[src/rtl/pe_pkg.sv]
// pe_pkg -- shared FSM state type and signed saturation limits. Rev 1.0
`default_nettype none

package pe_pkg;

  typedef enum logic [1:0] {
    IDLE = 2'd0,
    ACC  = 2'd1,
    HOLD = 2'd2
  } pe_state_e;

  // Limits are returned in 64 bits; callers keep the low `width` bits.
  function automatic logic [63:0] sat_max(input int unsigned width);
    return (64'd1 << (width - 1)) - 64'd1;
  endfunction

  function automatic logic [63:0] sat_min(input int unsigned width);
    return ~sat_max(width);
  endfunction

endpackage

`default_nettype wire

[src/rtl/sat_add.sv]
// sat_add -- signed adder with optional clamp to the WIDTH-bit range. Rev 1.0
`default_nettype none

module sat_add
  import pe_pkg::*;
#(
  parameter int WIDTH  = 32,
  parameter bit SAT_EN = 1'b1
) (
  input  logic signed [WIDTH-1:0] a,
  input  logic signed [WIDTH-1:0] b,
  output logic signed [WIDTH-1:0] sum,
  output logic                    ovf
);

  localparam logic [63:0]      c_max64 = sat_max(WIDTH);
  localparam logic [63:0]      c_min64 = sat_min(WIDTH);
  localparam logic [WIDTH-1:0] c_max   = c_max64[WIDTH-1:0];
  localparam logic [WIDTH-1:0] c_min   = c_min64[WIDTH-1:0];

  logic [WIDTH:0] full;

  // One guard bit: overflow whenever it disagrees with the result sign.
  assign full = {a[WIDTH-1], a} + {b[WIDTH-1], b};
  assign ovf  = full[WIDTH] ^ full[WIDTH-1];

  generate
    if (SAT_EN) begin : g_sat
      assign sum = ovf ? (full[WIDTH] ? c_min : c_max) : full[WIDTH-1:0];
    end else begin : g_wrap
      assign sum = full[WIDTH-1:0];
    end
  endgenerate

endmodule

`default_nettype wire

[src/rtl/pe_acc.sv]
// pe_acc -- MAC processing element with result buffer and drain-token chain. Rev 1.0
`default_nettype none

module pe_acc
  import pe_pkg::*;
#(
  parameter int DATA_WIDTH = 16,
  parameter int ACC_WIDTH  = 32,
  parameter bit SAT_EN     = 1'b1
) (
  input  logic                         clk,
  input  logic                         rst_n,
  input  logic signed [DATA_WIDTH-1:0] i_in,
  input  logic signed [DATA_WIDTH-1:0] w_in,
  input  logic                         vld_in,
  input  logic                         last_in,
  output logic signed [DATA_WIDTH-1:0] i_out,
  output logic signed [DATA_WIDTH-1:0] w_out,
  output logic                         vld_out,
  output logic                         last_out,
  input  logic signed [ACC_WIDTH-1:0]  res_in,
  input  logic                         res_vld_in,
  output logic signed [ACC_WIDTH-1:0]  res_out,
  output logic                         res_vld_out,
  input  logic                         drain_tok_in,
  output logic                         drain_tok_out,
  output logic                         ovf,
  output logic                         err
);

  pe_state_e                     state_q, state_d;
  logic signed [ACC_WIDTH-1:0]   acc_q, acc_d, buf_q, buf_d;
  logic                          mid_q, mid_d;
  logic signed [ACC_WIDTH-1:0]   res_d;
  logic                          res_vld_d, tok_d, ovf_d, err_d;
  logic signed [2*DATA_WIDTH-1:0] prod;
  logic signed [ACC_WIDTH-1:0]   prod_ext, sum;
  logic                          add_ovf, emit, load, full_d;

  assign prod     = (2*DATA_WIDTH)'(i_in) * (2*DATA_WIDTH)'(w_in);
  assign prod_ext = ACC_WIDTH'(prod);

  sat_add #(
    .WIDTH  (ACC_WIDTH),
    .SAT_EN (SAT_EN)
  ) u_sat_add (
    .a   (acc_q),
    .b   (prod_ext),
    .sum (sum),
    .ovf (add_ovf)
  );

  always_comb begin
    emit  = drain_tok_in && (state_q == HOLD);
    load  = vld_in && last_in;
    acc_d = acc_q;
    buf_d = buf_q;
    mid_d = mid_q;
    if (vld_in) begin
      if (last_in) begin
        acc_d = '0;
        buf_d = sum;
        mid_d = 1'b0;
      end else begin
        acc_d = sum;
        mid_d = 1'b1;
      end
    end
    // A load in the emitting cycle keeps the buffer full with the new value.
    full_d  = load || ((state_q == HOLD) && !emit);
    state_d = full_d ? HOLD : (mid_d ? ACC : IDLE);
    ovf_d   = ovf || (vld_in && add_ovf);
    err_d   = err || (load && (state_q == HOLD) && !emit) || (emit && res_vld_in);
    if (drain_tok_in) begin
      tok_d     = 1'b1;
      res_vld_d = emit;
      res_d     = emit ? buf_q : '0;
    end else begin
      tok_d     = 1'b0;
      res_vld_d = res_vld_in;
      res_d     = res_in;
    end
  end

  always_ff @(posedge clk or negedge rst_n) begin
    if (!rst_n) begin
      state_q       <= IDLE;
      acc_q         <= '0;
      buf_q         <= '0;
      mid_q         <= 1'b0;
      i_out         <= '0;
      w_out         <= '0;
      vld_out       <= 1'b0;
      last_out      <= 1'b0;
      res_out       <= '0;
      res_vld_out   <= 1'b0;
      drain_tok_out <= 1'b0;
      ovf           <= 1'b0;
      err           <= 1'b0;
    end else begin
      state_q       <= state_d;
      acc_q         <= acc_d;
      buf_q         <= buf_d;
      mid_q         <= mid_d;
      i_out         <= i_in;
      w_out         <= w_in;
      vld_out       <= vld_in;
      last_out      <= last_in;
      res_out       <= res_d;
      res_vld_out   <= res_vld_d;
      drain_tok_out <= tok_d;
      ovf           <= ovf_d;
      err           <= err_d;
    end
  end

endmodule

`default_nettype wire
[config.mk]
export PLATFORM = sky130hd
export DESIGN_NAME = pe_acc
export DESIGN_NICKNAME = d
export VERILOG_FILES = /design/src/rtl/pe_pkg.sv /design/src/rtl/sat_add.sv /design/src/rtl/pe_acc.sv
export SDC_FILE = /design/constraint.sdc
export NUM_CORES = 1
export LEC_CHECK = 0
export CAP_MARGIN = 20
export CORE_MARGIN = 2
export CORE_UTILIZATION = 35
export DETAILED_ROUTE_END_ITERATION = 10
export PLACE_DENSITY = 0.54
export SETUP_SLACK_MARGIN = 0.15
export SYNTH_ARGS = -nofsm -noshare
export SYNTH_HDL_FRONTEND = slang
export SYNTH_HIERARCHICAL = 1
export SYNTH_SLANG_ARGS = --single-unit
[constraint.sdc]
create_clock -name clk -period 5 [get_ports clk]
set_input_delay 0.75 -clock clk [delete_from_list [all_inputs] [get_ports clk]]
set_output_delay 0.75 -clock clk [all_outputs]
set_load 0.03 [all_outputs]
==> parameters.txt, run 1 <==
Parameter                              Value

Run status
  Run status ... finished, violations left
  Violated checks ... DRC, setup timing

Setup path
  Worst Reg2Reg Path Length in Cells ... 14
  Most frequent cell on the critical path ... sky130_fd_sc_hd__fa_1
  Slowest stage cell on the critical path ... sky130_fd_sc_hd__fa_1
  Family with the most delay on the worst path ... adder cells
  Maximum fanout along the worst path ... 6
  Signal arrival time at the worst endpoint ... 8.56 ns
  Kind of end point of the critical path ... flip-flop
  Type of element launching the critical path ... primary input
  Depth of the critical timing path with buffers and inverters included ... 36
  CP Class ... in -> reg
  Worst stage delay on the critical path ... 0.52 ns
  Critical path data required time ... 5.35 ns
  Register-to-register setup slack ... 1.58 ns
  Crit path buffers/inverters ... 12

STA
  Peak clock frequency supported by timing ... approximately 120 MHz
  Share of the cycle needed by the critical path after routing ... 1.643
  Slew HR ... 0.3507
  Final setup margin ... -3.215 ns
  Setup violators final ... 65
  Unrepaired setup endpoints after global routing ... true
  Min Clock Period, post-route ... 8.215 ns
  Worst Skew ... 0.009133 ns
  Pins Over Slew Limit ... 0
  Final number of hold-violating endpoints ... 0
  Slew at the pin with the worst max-slew slack ... 0.9740 ns

Floorplanning
  Placeable Area ... 0.04665 mm²
  Die area ... a little under 0.05 mm²
  Std-Cell Rows ... 79
  Vert. Die Dim ... 221.6 µm
  Starting Density ... 0.3552
  Top-level port count ... between 100 and 150
  Die W ... ~220 µm

Worst hold path
  Min-Delay Path Class ... in -> async

Synth
  Avg Inst Size Synth ... 9.805 µm²
  Synthesis-stage register bit count ... 137
  Main synth FF type ... sky130_fd_sc_hd__dfrtp_1
  Number of instances in the synthesized netlist ... 1690
  Number of library cell types mapped by synthesis ... 74
  Count of yosys warnings during synthesis ... 6
  Net count after synthesis ... approximately 2100
  Share of synthesized area occupied by flip-flops and latches ... 0.2069
  Post-synth design cell area ... 0.01657 mm²
  Share of flip-flops with an asynchronous set or reset after synthesis ... 1.000
  Number of synthesized flops with an enable pin ... 0

GRT
  Vias in the first global route ... 14310
  Maximum number of pins on one net before global-route repair ... 107
  GRT Residual Overflow ... 0
  Antenna violations before repair ... 0
  Global-route usage over all layers ... 0.1839
  First-pass GRT wire length ... 72080 µm

Clocking
  Clock transition at the registers of the reported paths ... around 0.070 ns
  Clock sink count ... 137
  TritonCTS clock tree ... done
  CTS Buf Count ... 17
  H-Tree Level Count ... 4
  Clock network latency to the later pin of the worst-skew pair ... 0.46 ns
  Worst-case clock buffer depth ... 2
  Total of hold buffers inserted after clock tree synthesis ... 0
  Root buf cell ... sky130_fd_sc_hd__clkbuf_16

Route
  Top routing layer in use ... met4
  Met2 WL ... 23460 µm
  Length of the first detailed-routing pass in iterations ... 7
  Routed metal-1 wirelength ... between 15000 and 20000 µm
  Met3 WL post-DR ... 922 µm
  Iteration-0 DRC count of the detailed router ... 563
  Drt via density ... 4.744
  Antenna Violating Nets Remaining ... 0
  Detailed Route WL ... between 40000 and 50000 µm
  DRC ... 3
  Average routed wire per standard cell ... 15.80 µm
  Via total after detailed routing ... between 10000 and 15000

Flow run
  Count of max-cap constraint violations ... 0

Final layout
  Non-Filler Instances ... 2761
  Proportion of layout cells with a drive suffix above 1 ... 0.2730
  Antenna diode count ... 0
  Final #Nets ... roughly 2600
  Area growth from synthesis to layout ... 37.81%

Place
  # placed instances ... 2661
  Hpwl dp ... between 30000 and 40000 µm
  RD Place Congestion ... roughly 0.84
  Number of port buffers ... 139
through the flow:
stage | setup TNS, ns | hold WS (ns) | worst slack (ns) | cell area (µm²) | util
floorplan | -193.53 | 0.4458 | -3.093 | 16880 | -
global placement | -258.05 | 0.4499 | -4.113 | 20880 | 0.4475
detailed placement | -263.55 | 0.4496 | -4.153 | 20880 | 0.4475
CTS | -199.98 | 0.4223 | -3.183 | 22640 | 0.4852
global route | -219.12 | 0.4712 | -3.455 | 22830 | 0.4894
finish | -203.24 | 0.3941 | -3.215 | 22830 | 0.4894
synthesized netlist by cell type (all sizes together), types with 7 or more instances:
cell | number | area [µm²]
nand3 | 14 | 70.07
xnor2 | 39 | 349.1
ha | 114 | 1426
inv | 330 | 1239
a22o | 33 | 289.0
nor2 | 37 | 138.9
nor2b | 10 | 62.56
fa | 263 | 5265
clkbuf | 55 | 206.5
dfrtp | 137 | 3428
o211ai | 8 | 70.06
a21o | 24 | 180.2
o21ai | 76 | 406.6
nand2 | 151 | 566.8
and2 | 126 | 790.8
and3 | 7 | 48.80
xor2 | 21 | 183.9
o21a | 9 | 67.56
a21oi | 70 | 365.4
nor3 | 7 | 35.03
a211oi | 7 | 52.55
nand2b | 9 | 56.30
buf | 11 | 66.31
nand3b | 33 | 247.7
mux2 | 32 | 360.4
path summary, 6_finish.rpt:
kind | from | endpoint
worst min register to register | ovf | ovf
worst min-delay path | rst_n | res_out[7]
min in group clk | ovf | ovf
max in group asynchronous | rst_n | i_out[10]
worst max-delay path | i_in[9] | buf_q[22]
worst max register to register | acc_q[0] | buf_q[22]
final cells by class:
class / count / area [µm²]
inverters: 331 / 1247
clock inverters: 13 / 161.4
well taps: 607 / 759.5
clock buffers: 18 / 439.2
flip-flops and latches: 137 / 3428
multi-input cells: 1156 / 12400
repair buffers: 499 / 4400
fillers: 4375 / 23820
registers in the layout (all words and copies together), names as in the netlist:
name,flops
i_out,16
res_out,32
ovf,1
acc_q,32
buf_q,32
err,1
last_out,1
state_q,2
mid_q,1
w_out,16
drain_tok_out,1
vld_out,1
res_vld_out,1
placed cells by master (no fill, tap or decap), types with 7 or more instances in the layout:
| cell type | synthesis | layout |
|---|---|---|
| sky130_fd_sc_hd__mux2_2 | 32 | 27 |
| sky130_fd_sc_hd__buf_2 | 5 | 14 |
| sky130_fd_sc_hd__ha_4 | 0 | 10 |
| sky130_fd_sc_hd__clkdlybuf4s50_1 | 0 | 106 |
| sky130_fd_sc_hd__buf_4 | 1 | 297 |
| sky130_fd_sc_hd__dlygate4sd2_1 | 0 | 11 |
| sky130_fd_sc_hd__buf_6 | 2 | 49 |
| sky130_fd_sc_hd__o21a_1 | 9 | 9 |
| sky130_fd_sc_hd__dfrtp_1 | 137 | 137 |
| sky130_fd_sc_hd__and2_4 | 1 | 14 |
| sky130_fd_sc_hd__a21oi_2 | 4 | 19 |
| sky130_fd_sc_hd__clkbuf_16 | 0 | 17 |
| sky130_fd_sc_hd__o21ai_1 | 4 | 41 |
| sky130_fd_sc_hd__nor2b_1 | 10 | 10 |
| sky130_fd_sc_hd__o21ai_2 | 7 | 7 |
| sky130_fd_sc_hd__a21oi_4 | 0 | 10 |
| sky130_fd_sc_hd__o21ai_4 | 0 | 13 |
| sky130_fd_sc_hd__a21o_1 | 24 | 24 |
| sky130_fd_sc_hd__a22o_1 | 33 | 33 |
| sky130_fd_sc_hd__inv_1 | 330 | 320 |
| sky130_fd_sc_hd__and2_1 | 125 | 112 |
| sky130_fd_sc_hd__nand3b_1 | 33 | 33 |
| sky130_fd_sc_hd__nand3_1 | 14 | 11 |
| sky130_fd_sc_hd__o21ai_0 | 65 | 15 |
| sky130_fd_sc_hd__a21oi_1 | 66 | 41 |
| sky130_fd_sc_hd__xnor2_1 | 38 | 38 |
| sky130_fd_sc_hd__ha_1 | 114 | 103 |
| sky130_fd_sc_hd__buf_12 | 0 | 11 |
| sky130_fd_sc_hd__fa_2 | 0 | 14 |
| sky130_fd_sc_hd__nand2_1 | 151 | 142 |
| sky130_fd_sc_hd__xor2_1 | 21 | 21 |
| sky130_fd_sc_hd__nor2_1 | 37 | 34 |
| sky130_fd_sc_hd__nand2b_1 | 9 | 9 |
| sky130_fd_sc_hd__fa_1 | 263 | 249 |
| sky130_fd_sc_hd__inv_2 | 0 | 8 |
logic make-up (layout without fill, tap and decap cells):
group / count (synthesis) / after routing / synth area share
AO/OA/AOI/OAI: 269 / 269 / 0.1103
multiplexers: 35 / 35 / 0.02431
AND/OR/NAND/NOR: 415 / 415 / 0.1310
buffers and inverters: 397 / 861 / 0.09144
flip-flops: 137 / 137 / 0.2069
adder cells (fa/ha/maj): 377 / 377 / 0.4038
XOR/XNOR: 60 / 60 / 0.03217
routing by layer:
metal | track usage | vias to the layer above
met5 | 0 | -
met4 | 0.04686 | 0
met3 | 0.02876 | 45
met2 | 0.3308 | 119
met1 | 0.2299 | 6668
li1 | - | 6266
timing repair:
action | in CTS | in global routing
pin swaps | 64 | 43
setup endpoints to repair | 65 | 65
buffers inserted | 55 | 9
cloned | 4 | 0
resized for setup | 262 | 29
worst reg2reg max path: cells and delay by family (launching register included):
| family | cells | cell delay (ns) |
|---|---|---|
| AOI/OAI and AO/OA | 6 | 1.32 |
| and+or+nand+nor | 1 | 0.14 |
| adders and majority gates | 2 | 0.64 |
| DFF | 1 | 0.39 |
| buffers and inverters | 4 | 0.54 |
| muxes | 1 | 0.28 |
Power of run 1 is left out: the tool's default activity adds up to more than one toggle a clock period on the data nets, which glitch-free logic cannot reach.
==> inputs of run 2 (changes only) <==
- SKIP_LAST_GASP: default -> 1
==> run 2 against run 1 <==
  * The run still ends with DRC, setup timing left
  * Non-clock buffer count fell by 3
  * Hold slack got worse by 0.010 ns
  * Die area did not move
  * Sequential share of layout area barely moved
  * Design area fell by 0.24%
  * Setup slack got worse by 0.064 ns
  * Clock-buffer cell count did not move
  * Maximum frequency fell by 0.78%
  * Cell count fell by 0.11%
==> parameters.txt, run 2 (synthesis gave the netlist of run 1 again) <==
Parameter                              Value

Clocking
  CTS Buf Count ... 17 (unchanged)
  Total of hold buffers inserted after clock tree synthesis ... 0 (unchanged)
  Clock network latency to the later pin of the worst-skew pair ... 0.46 ns (about the same)
  Clock sink count ... 137 (unchanged)
  Clock transition at the registers of the reported paths ... 0.07 ns (about the same)
  Root buf cell ... sky130_fd_sc_hd__clkbuf_16
  TritonCTS clock tree ... done
  Worst-case clock buffer depth ... 2 (unchanged)
  H-Tree Level Count ... 4 (unchanged)

GRT
  GRT Residual Overflow ... 0 (unchanged)
  Antenna violations before repair ... 0 (unchanged)
  Maximum number of pins on one net before global-route repair ... 107 (unchanged)
  Vias in the first global route ... 14280 (-0.17%)
  Global-route usage over all layers ... 0.1837 (about the same)
  First-pass GRT wire length ... 72010 µm (about the same)

Run status
  Violated checks ... DRC, setup timing
  Run status ... finished, violations left

Place
  Hpwl dp ... 35110 µm (unchanged)
  Number of port buffers ... 139 (unchanged)
  RD Place Congestion ... 0.8394 (unchanged)
  Pre-CTS setup slack ... -4.153 ns (unchanged)

Route
  Detailed Route WL ... 43670 µm (+0.11%)
  Antenna Violating Nets Remaining ... 0 (unchanged)
  Average routed wire per standard cell ... 15.83 µm (+0.22%)
  Via total after detailed routing ... 13150 (+0.36%)
  DRC ... 3 (unchanged)
  Drt via density ... 4.766 (+0.47%)
  Length of the first detailed-routing pass in iterations ... 8 (+1)
  Iteration-0 DRC count of the detailed router ... 537 (-4.6%)

Floorplanning
  Std-Cell Rows ... 79 (unchanged)
  Placeable Area ... 0.04665 mm² (unchanged)
  Vert. Die Dim ... 221.6 µm (unchanged)
  Die area ... 0.04910 mm² (unchanged)
  Top-level port count ... 140 (unchanged)
  Die W ... 221.6 µm (unchanged)
  Starting Density ... 0.3552 (unchanged)

Setup path
  Type of element launching the critical path ... primary input
  Maximum fanout along the worst path ... 6 (unchanged)
  CP Class ... in -> reg
  Register-to-register setup slack ... 1.52 ns (-0.06 ns)
  Worst stage delay on the critical path ... 0.52 ns (about the same)
  Slowest stage cell on the critical path ... sky130_fd_sc_hd__fa_1
  Kind of end point of the critical path ... flip-flop
  Worst reg2reg path startpoint ... acc_q[0]
  Signal arrival time at the worst endpoint ... 8.63 ns (+0.07 ns)
  Crit path buffers/inverters ... 12 (unchanged)
  RR Endpoint ... buf_q[22]
  Most frequent cell on the critical path ... sky130_fd_sc_hd__fa_1
  Family with the most delay on the worst path ... adder cells
  Critical path data required time ... 5.35 ns (about the same)
  Worst Reg2Reg Path Length in Cells ... 14 (unchanged)

STA
  Peak clock frequency supported by timing ... 120.8 MHz (-0.78%)
  Final setup margin ... -3.279 ns (-0.06425 ns)
  Slew at the pin with the worst max-slew slack ... 0.9936 ns (+0.01963 ns)
  Slew HR ... 0.3376 (-0.01309)
  Pins Over Slew Limit ... 0 (unchanged)
  Min Clock Period, post-route ... 8.279 ns (+0.06425 ns)
  Final number of hold-violating endpoints ... 0 (unchanged)
  Unrepaired setup endpoints after global routing ... true
  Share of the cycle needed by the critical path after routing ... 1.656 (+0.01285)
  Setup violators final ... 65 (unchanged)
  Worst Skew ... 0.01009 ns (+0.0009542 ns)

Final layout
  Layout filler cell count ... 4380 (+0.11%)
  Area growth from synthesis to layout ... 37.48%
  Biggest regs ... acc_q x32, buf_q x32, res_out x32
  Proportion of layout cells with a drive suffix above 1 ... 0.2720 (-0.001014)
  Most used cells in the layout excluding fill and tap cells ... 320 x sky130_fd_sc_hd__inv_1, 302 x sky130_fd_sc_hd__buf_4, 249 x sky130_fd_sc_hd__fa_1
  Most common cell after layout, fill and taps aside ... sky130_fd_sc_hd__inv_1
  Final #Nets ... 2586 (-0.12%)
  End-of-flow core utilization ... 0.4883 (-0.001180)
  Antenna diode count ... 0 (unchanged)

Worst hold path
  Min-Delay Path Class ... in -> async

Flow run
  Count of max-cap constraint violations ... 0 (unchanged)
run 2: cell type report:
type / instances / area (µm²) / share of cell area
clock buffer: 18 / 439.2 / 0.01928
multi-input combinational: 1156 / 12400 / 0.5445
sequential: 137 / 3428 / 0.1505
inverter: 331 / 1247 / 0.05476
timing repair buffer: 496 / 4339 / 0.1905
tap: 607 / 759.5 / 0.03334
clock inverter: 13 / 161.4 / 0.007086
run 2: repair_timing:
action / CTS / global route
pin swaps: 64 / 36
resized for setup: 253 / 32
setup buffers: 55 / 6
setup endpoints to repair: 65 / 65
cloned: 4 / 0
run 2: stage by stage:
step | instances | setup TNS, ns | instance area (µm²) | hold slack (ns)
2_1_floorplan | 1690 | -193.53 | 16880 | 0.4458
3_3_place_gp | 2661 | -258.05 | 20880 | 0.4499
3_5_place_dp | 2661 | -263.55 | 20880 | 0.4496
4_1_cts | 2751 | -200.12 | 22600 | 0.4223
5_1_grt | 2758 | -222.62 | 22780 | 0.4713
6_report | 2758 | -206.15 | 22780 | 0.3840
run 2: worst max-delay path by stage:
stage               startpoint   endpoint  slack [ns]  depth (start not counted)
floorplan              w_in[6]  buf_q[10]       -3.09                         32
global placement       i_in[6]   buf_q[4]       -4.11                         32
detailed placement    i_in[12]   buf_q[4]       -4.15                         32
CTS                    i_in[9]  buf_q[11]       -3.18                         35
global route           i_in[9]  buf_q[11]       -3.52                         35
finish                 i_in[9]  buf_q[22]       -3.28                         36
run 2: routing by layer:
metal / routed length, µm / part of all wire / GRT usage / up-vias
li1: - / - / - / 6258
met1: 18520 / 0.42 / 0.2304 / 6705
met2: 23400 / 0.54 / 0.3308 / 134
met3: 975 / 0.022 / 0.02783 / 48
met4: 765 / 0.018 / 0.04599 / 0
met5: 0 / 0 / 0 / -
Power of run 2 is left out for the same reason.
